### src/rtl/hazard_forward_unit_if.sv
// hazard_forward_unit_if: pipeline hazard/forwarding signal bundle
interface hazard_forward_unit_if #(
   parameter int REG_W = 5,
   parameter int CNT_W = 16
);
   logic [REG_W-1:0] d_src_reg_1, d_src_reg_2;
   logic [REG_W-1:0] x_src_reg_1, x_src_reg_2;
   logic [REG_W-1:0] x_dst_reg, m_dst_reg, w_dst_reg;
   logic             x_reg_write, m_reg_write, w_reg_write;
   logic             x_mem_read, x_mul_start, stat_clear;
   logic [1:0]       pc_src;
   logic             f_stall, d_stall, x_stall, m_stall;
   logic             f_flush, d_flush;
   logic [1:0]       x_fwd_a, x_fwd_b;
   logic [CNT_W-1:0] stall_count;
   modport master (
      output d_src_reg_1, d_src_reg_2, x_src_reg_1, x_src_reg_2,
      output x_dst_reg, m_dst_reg, w_dst_reg, x_reg_write, m_reg_write, w_reg_write,
      output x_mem_read, x_mul_start, stat_clear, pc_src,
      input  f_stall, d_stall, x_stall, m_stall, f_flush, d_flush, x_fwd_a, x_fwd_b, stall_count
   );
   modport slave (
      input  d_src_reg_1, d_src_reg_2, x_src_reg_1, x_src_reg_2,
      input  x_dst_reg, m_dst_reg, w_dst_reg, x_reg_write, m_reg_write, w_reg_write,
      input  x_mem_read, x_mul_start, stat_clear, pc_src,
      output f_stall, d_stall, x_stall, m_stall, f_flush, d_flush, x_fwd_a, x_fwd_b, stall_count
   );
endinterface

### src/rtl/hazard_forward_unit.sv
// hazard_forward_unit: operand forwarding, load-use/multicycle stalls, jump flush, stall statistics
module hazard_forward_unit #(
   parameter int REG_W        = 5,
   parameter int MUL_LAT      = 4,
   parameter int FLUSH_CYCLES = 1,
   parameter int CNT_W        = 16
) (
   input logic                   clk,
   input logic                   reset,
   hazard_forward_unit_if.slave  bus
);
   typedef enum logic {IDLE, BUSY} state_t;
   localparam int MW = $clog2(MUL_LAT + 1);
   localparam int FW = $clog2(FLUSH_CYCLES + 1);

   state_t           state_q, state_d;
   logic [MW-1:0]    mcnt_q, mcnt_d;
   logic [FW-1:0]    fcnt_q, fcnt_d;
   logic [CNT_W-1:0] stall_count_q, stall_count_d;
   logic             m_a, w_a, m_b, w_b, load_use, mul_stall, taken, flush, d_stall;

   function automatic logic hit(input logic [REG_W-1:0] idx, input logic [REG_W-1:0] dst, input logic wr);
      return wr && dst != '0 && idx == dst;
   endfunction

   always_comb begin
      m_a = hit(bus.x_src_reg_1, bus.m_dst_reg, bus.m_reg_write);
      w_a = hit(bus.x_src_reg_1, bus.w_dst_reg, bus.w_reg_write);
      m_b = hit(bus.x_src_reg_2, bus.m_dst_reg, bus.m_reg_write);
      w_b = hit(bus.x_src_reg_2, bus.w_dst_reg, bus.w_reg_write);
      load_use = bus.x_mem_read && (hit(bus.d_src_reg_1, bus.x_dst_reg, bus.x_reg_write) ||
                                    hit(bus.d_src_reg_2, bus.x_dst_reg, bus.x_reg_write));
      state_d = state_q;
      mcnt_d = mcnt_q;
      mul_stall = 1'b0;
      // mcnt counts the stall cycles still owed after the first (IDLE) one
      if (state_q == IDLE) begin
         if (bus.x_mul_start && MUL_LAT > 1) begin
            mul_stall = 1'b1;
            state_d = BUSY;
            mcnt_d = MW'(MUL_LAT - 2);
         end
      end else begin
         mul_stall = mcnt_q != '0;
         if (mul_stall) mcnt_d = mcnt_q - 1'b1;
         else state_d = IDLE;
      end
      taken = ^bus.pc_src;
      flush = taken || fcnt_q != '0;
      fcnt_d = taken ? FW'(FLUSH_CYCLES - 1) : flush ? fcnt_q - 1'b1 : fcnt_q;
      d_stall = mul_stall || (load_use && !flush);
      stall_count_d = bus.stat_clear ? '0 :
                      (d_stall && !(&stall_count_q)) ? stall_count_q + 1'b1 : stall_count_q;
      bus.x_fwd_a = m_a ? 2'b01 : w_a ? 2'b10 : 2'b00;
      bus.x_fwd_b = m_b ? 2'b01 : w_b ? 2'b10 : 2'b00;
      bus.x_stall = mul_stall;
      bus.d_stall = d_stall;
      bus.f_stall = d_stall;
      bus.m_stall = 1'b0;
      bus.f_flush = flush;
      bus.d_flush = flush;
      bus.stall_count = stall_count_q;
   end

   always_ff @(posedge clk) begin
      if (reset) begin
         state_q <= IDLE;
         mcnt_q <= '0;
         fcnt_q <= '0;
         stall_count_q <= '0;
      end else begin
         state_q <= state_d;
         mcnt_q <= mcnt_d;
         fcnt_q <= fcnt_d;
         stall_count_q <= stall_count_d;
      end
   end
endmodule

### src/flat_wrapper.sv
// flat-port wrapper written by rule: the top's interface ports become plain ports
module hazard_forward_unit_flat 
#(
   parameter int REG_W        = 5,
   parameter int MUL_LAT      = 4,
   parameter int FLUSH_CYCLES = 1,
   parameter int CNT_W        = 16
)
  (clk, reset, bus_d_src_reg_1, bus_d_src_reg_2, bus_x_src_reg_1, bus_x_src_reg_2, bus_x_dst_reg, bus_m_dst_reg, bus_w_dst_reg, bus_x_reg_write, bus_m_reg_write, bus_w_reg_write, bus_x_mem_read, bus_x_mul_start, bus_stat_clear, bus_pc_src, bus_f_stall, bus_d_stall, bus_x_stall, bus_m_stall, bus_f_flush, bus_d_flush, bus_x_fwd_a, bus_x_fwd_b, bus_stall_count);
  hazard_forward_unit_if #(.REG_W(REG_W), .CNT_W(CNT_W)) bus_i ();
  input logic clk;
  input logic reset;
  input wire logic [$bits(bus_i.d_src_reg_1)-1:0] bus_d_src_reg_1;
  input wire logic [$bits(bus_i.d_src_reg_2)-1:0] bus_d_src_reg_2;
  input wire logic [$bits(bus_i.x_src_reg_1)-1:0] bus_x_src_reg_1;
  input wire logic [$bits(bus_i.x_src_reg_2)-1:0] bus_x_src_reg_2;
  input wire logic [$bits(bus_i.x_dst_reg)-1:0] bus_x_dst_reg;
  input wire logic [$bits(bus_i.m_dst_reg)-1:0] bus_m_dst_reg;
  input wire logic [$bits(bus_i.w_dst_reg)-1:0] bus_w_dst_reg;
  input wire logic [$bits(bus_i.x_reg_write)-1:0] bus_x_reg_write;
  input wire logic [$bits(bus_i.m_reg_write)-1:0] bus_m_reg_write;
  input wire logic [$bits(bus_i.w_reg_write)-1:0] bus_w_reg_write;
  input wire logic [$bits(bus_i.x_mem_read)-1:0] bus_x_mem_read;
  input wire logic [$bits(bus_i.x_mul_start)-1:0] bus_x_mul_start;
  input wire logic [$bits(bus_i.stat_clear)-1:0] bus_stat_clear;
  input wire logic [$bits(bus_i.pc_src)-1:0] bus_pc_src;
  output wire logic [$bits(bus_i.f_stall)-1:0] bus_f_stall;
  output wire logic [$bits(bus_i.d_stall)-1:0] bus_d_stall;
  output wire logic [$bits(bus_i.x_stall)-1:0] bus_x_stall;
  output wire logic [$bits(bus_i.m_stall)-1:0] bus_m_stall;
  output wire logic [$bits(bus_i.f_flush)-1:0] bus_f_flush;
  output wire logic [$bits(bus_i.d_flush)-1:0] bus_d_flush;
  output wire logic [$bits(bus_i.x_fwd_a)-1:0] bus_x_fwd_a;
  output wire logic [$bits(bus_i.x_fwd_b)-1:0] bus_x_fwd_b;
  output wire logic [$bits(bus_i.stall_count)-1:0] bus_stall_count;
  assign bus_i.d_src_reg_1 = bus_d_src_reg_1;
  assign bus_i.d_src_reg_2 = bus_d_src_reg_2;
  assign bus_i.x_src_reg_1 = bus_x_src_reg_1;
  assign bus_i.x_src_reg_2 = bus_x_src_reg_2;
  assign bus_i.x_dst_reg = bus_x_dst_reg;
  assign bus_i.m_dst_reg = bus_m_dst_reg;
  assign bus_i.w_dst_reg = bus_w_dst_reg;
  assign bus_i.x_reg_write = bus_x_reg_write;
  assign bus_i.m_reg_write = bus_m_reg_write;
  assign bus_i.w_reg_write = bus_w_reg_write;
  assign bus_i.x_mem_read = bus_x_mem_read;
  assign bus_i.x_mul_start = bus_x_mul_start;
  assign bus_i.stat_clear = bus_stat_clear;
  assign bus_i.pc_src = bus_pc_src;
  assign bus_f_stall = bus_i.f_stall;
  assign bus_d_stall = bus_i.d_stall;
  assign bus_x_stall = bus_i.x_stall;
  assign bus_m_stall = bus_i.m_stall;
  assign bus_f_flush = bus_i.f_flush;
  assign bus_d_flush = bus_i.d_flush;
  assign bus_x_fwd_a = bus_i.x_fwd_a;
  assign bus_x_fwd_b = bus_i.x_fwd_b;
  assign bus_stall_count = bus_i.stall_count;
  hazard_forward_unit #(.REG_W(REG_W), .MUL_LAT(MUL_LAT), .FLUSH_CYCLES(FLUSH_CYCLES), .CNT_W(CNT_W)) u_core (.clk(clk), .reset(reset), .bus(bus_i));
endmodule
### config.mk
export PLATFORM = sky130hd
export DESIGN_NAME = hazard_forward_unit_flat
export DESIGN_NICKNAME = d
export VERILOG_FILES = /design/src/rtl/hazard_forward_unit_if.sv /design/src/rtl/hazard_forward_unit.sv /design/src/flat_wrapper.sv
export SDC_FILE = /design/constraint.sdc
export NUM_CORES = 1
export LEC_CHECK = 0
export BUFFER_PORTS_ARGS = -buffer_cell sky130_fd_sc_hd__buf_2
export CORE_MARGIN = 2
export CORE_UTILIZATION = 49
export DETAILED_ROUTE_END_ITERATION = 7
export PLACE_DENSITY_LB_ADDON = 0.05
export SLEW_MARGIN = 40
export SYNTH_ARGS = -nofsm -noshare
export SYNTH_HDL_FRONTEND = slang
export SYNTH_SLANG_ARGS = --single-unit
export TNS_END_PERCENT = 50
### constraint.sdc
create_clock -name clk -period 5.81 [get_ports clk]
set_input_delay 0.2905 -clock clk [delete_from_list [all_inputs] [get_ports clk]]
set_output_delay 0.2905 -clock clk [all_outputs]
set_load 0.1 [all_outputs]
==> flow_summary.toml <==
[status]
outcome = "complete, no violations"

[routing]
first_pass_iters = 4
via_per_inst = 5.608
drc = 0
postRouteAntennaNets = 0
vias = 1604
wire_per_inst_um = 12.34
wirelength_um = 3529
drtIter0Drc = 77

[clock_network]
cts_num_sinks = 21
htreeDepth = 1
clockBufferDepth = 2
clk_pin_slew_worst_paths_ns = 0.11
cts_tree = "done"
root_buffer = "clkbuf_4"
post_cts_buffers = 0
postCtsResizedCells = 0
clock_latency_ns = 0.31
cts_buffers = 3
cts_hold_buf = 0

[layout]
layout.cells.non_filler = 286
area_growth_pct = 23.45
multiInputGateArea_um2 = 988.4
fin_util_pct = 61.93
ff_latch_area_um2 = 420.4
diodes = 0
nFillCells = 294
finalNetCount = 302
drive_gt1_share_pct = 29.64

[sta]
clock.fmax_mhz = 349.0
setup_viol = 0
min_period_over_period_pct = 49.32
relSlewSlack_pct = 56.05
worst_pin_slew_ns = 0.6592
period_minus_slack_ns = 2.866
setup_ws_ns = 2.944
rsz0062_at_grt = "no"
skew_ns = 0.01102
maxSlewViolCount = 0
fin_tns_setup_ns = 0
hold_viol_final = 0

[pwr]
cellLeakagePower_nw = 0.8204
power_density_nw_per_um2 = 175.1
worst_ir_drop_vdd_v = 0.0001090

[logic_synthesis]
async_flop_share_pct = 0
yosys.area.top_type_share_pct = 28.14
yosys.area_share.simple_pct = 28.39
synthXorXnorAreaFrac_pct = 18.17
synth_edf_count = 0
ys_types = 36
synth_cells = 190
synth_ff_type = "dfxtp_1"
synth_area_leaders = "dfxtp_1 28%, xor2_1 14%, or4_1 5.0%"
netlist_area_um2 = 1494
synthAdderAreaFrac_pct = 2.513
synth_top_family_by_area = "simple AND/OR/NAND/NOR gates"
seq_area_frac_synth_pct = 28.14
yosys.area.top_type = "dfxtp_1"
muxShareOfSynthArea_pct = 1.340
synth-compound-area-share_pct = 14.91
postSynthAreaPerCell_um2 = 7.863
yosys_warnings = 0
ys_seq_elements = 21

[setup_path]
arrival_ns = 2.58
crit_fanout = 22
cp-start-kind = "flop"
crit_top_cell = "ha_1"
crit_type = "flop to output pin"
crit_chain = "inv_1, ha_1, ha_1, nor2_1, a21oi_1, o21a_1, inv_2, buf_2"
cpMaxStageDelayCell = "o21a_1"
max_stage_delay_ns = 0.62
critPathRequiredTime_ns = 5.52
end_kind = "output pin"
cp_num_buf_inv = 3
critical-path-top-delay-family = "compound AO/OA/AOI/OAI gates"

[die]
num_io_pins = 71
die-area_um2 = 3506
die_w_um = 59.22
core_um2 = 2978
rows = 20
die_h_um = 59.22
initial_core_util_pct = 50.17

[global_route]
grt_max_degree = 23
grt_overflow = 0
grt_pass1_vias = 1344
grtUsageTotal_pct = 20.49
antenna_found_initial = 0
grt_first_pass_wirelength_um = 5699

[placed_design]
portBuffers = 69
pre_cts_slack_ns = 3.275
dp.cells = 282
dp_hpwl_um = 2747
routabilityCongestion = 0.7428

[min_path]
hold_path.class = "primary input to flop"

[run]
max_cap_viol_count = 0
[kinds of logic after synthesis]
group	after synthesis
adders and majority gates	3
muxes	2
buffers and inverters	17
AOI/OAI and AO/OA	35
xor gates and xnor gates	31
and+or+nand+nor	80
other	1
DFF	21
[final timing paths]
path                                              endpoint  depth (start not counted)  slack (ns)                      start
worst max-delay path                           bus_d_stall                          8        2.94           u_core.mcnt_q[0]
worst max register to register  u_core.bus.stall_count[12]                          9        3.51           u_core.mcnt_q[0]
worst min-delay path                      u_core.mcnt_q[2]                          2        0.23                      reset
worst min register to register   u_core.bus.stall_count[9]                          2        0.50  u_core.bus.stall_count[9]
[cell usage after synthesis, types with 3 or more instances]
| cell | n |
|---|---|
| nand2_1 | 12 |
| nor3_1 | 9 |
| or3_1 | 5 |
| a41o_1 | 3 |
| dfxtp_1 | 21 |
| inv_1 | 5 |
| o21ai_0 | 5 |
| xnor2_1 | 7 |
| a31oi_1 | 4 |
| nand3_1 | 10 |
| a21oi_1 | 13 |
| or4_1 | 10 |
| ha_1 | 3 |
| nand4_1 | 3 |
| nand2b_1 | 4 |
| xor2_1 | 24 |
| nor4_1 | 5 |
| buf_4 | 5 |
| nor2_1 | 15 |
| o31ai_1 | 6 |
| and3_1 | 3 |
[placed cells by master (no fill, tap or decap), types with 6 or more instances in the layout]
cell type / count
a21oi_1: 13
buf_2: 69
dfxtp_1: 21
nand2_1: 12
nand3_1: 10
nor2_1: 15
nor3_1: 8
o31ai_1: 6
or4_1: 10
xnor2_1: 7
xor2_1: 24
[per-stage QoR]
step | hold slack (ns) | cell area, µm² | power [mW]
finish | 0.2333 | 1844 | 0.3230
global route | 0.2341 | 1844 | 0.3407
CTS | 0.2260 | 1844 | 0.3250
detailed placement | 0.4886 | 1818 | 0.2560
global placement | 0.4719 | 1813 | 0.2553
floorplan | 0.3629 | 1498 | 0.2284
[layer usage]
metal	wire, µm	up-vias	global-route usage [%]
met5	0	-	0
met4	42	0	7.143
met3	235	5	3.057
met2	1536	63	33.59
met1	1714	726	27.30
li1	-	810	-
[power by group]
part	switching [mW]	internal (mW)
clock network	0.0435	0.0268
registers	0.00151	0.147
logic	0.0725	0.0319
total	0.117	0.206
[state kept, by name, summed over array words and instances (netlist names)]
signal,cells
u_core.bus.stall_count,16
u_core.fcnt_q,1
u_core.mcnt_q,3
u_core.state_q,1
[worst reg2reg max path: cells and delay by family (launching register included)]
kind | cells | cell delay, ns
compound gates | 3 | 1.18
buf+inv | 2 | 0.28
simple gates | 2 | 0.11
flops | 1 | 0.33
fa+ha+maj | 2 | 0.29
[area by class of cell]
cell class              instances  area share, %
clock buffers                   4          1.425
inverters                       6          1.221
multi-input cells             153          53.60
flip-flops and latches         21          22.80
well taps                      33          2.239
repair buffers                 69          18.72
Power figures use the tool's default switching activity.
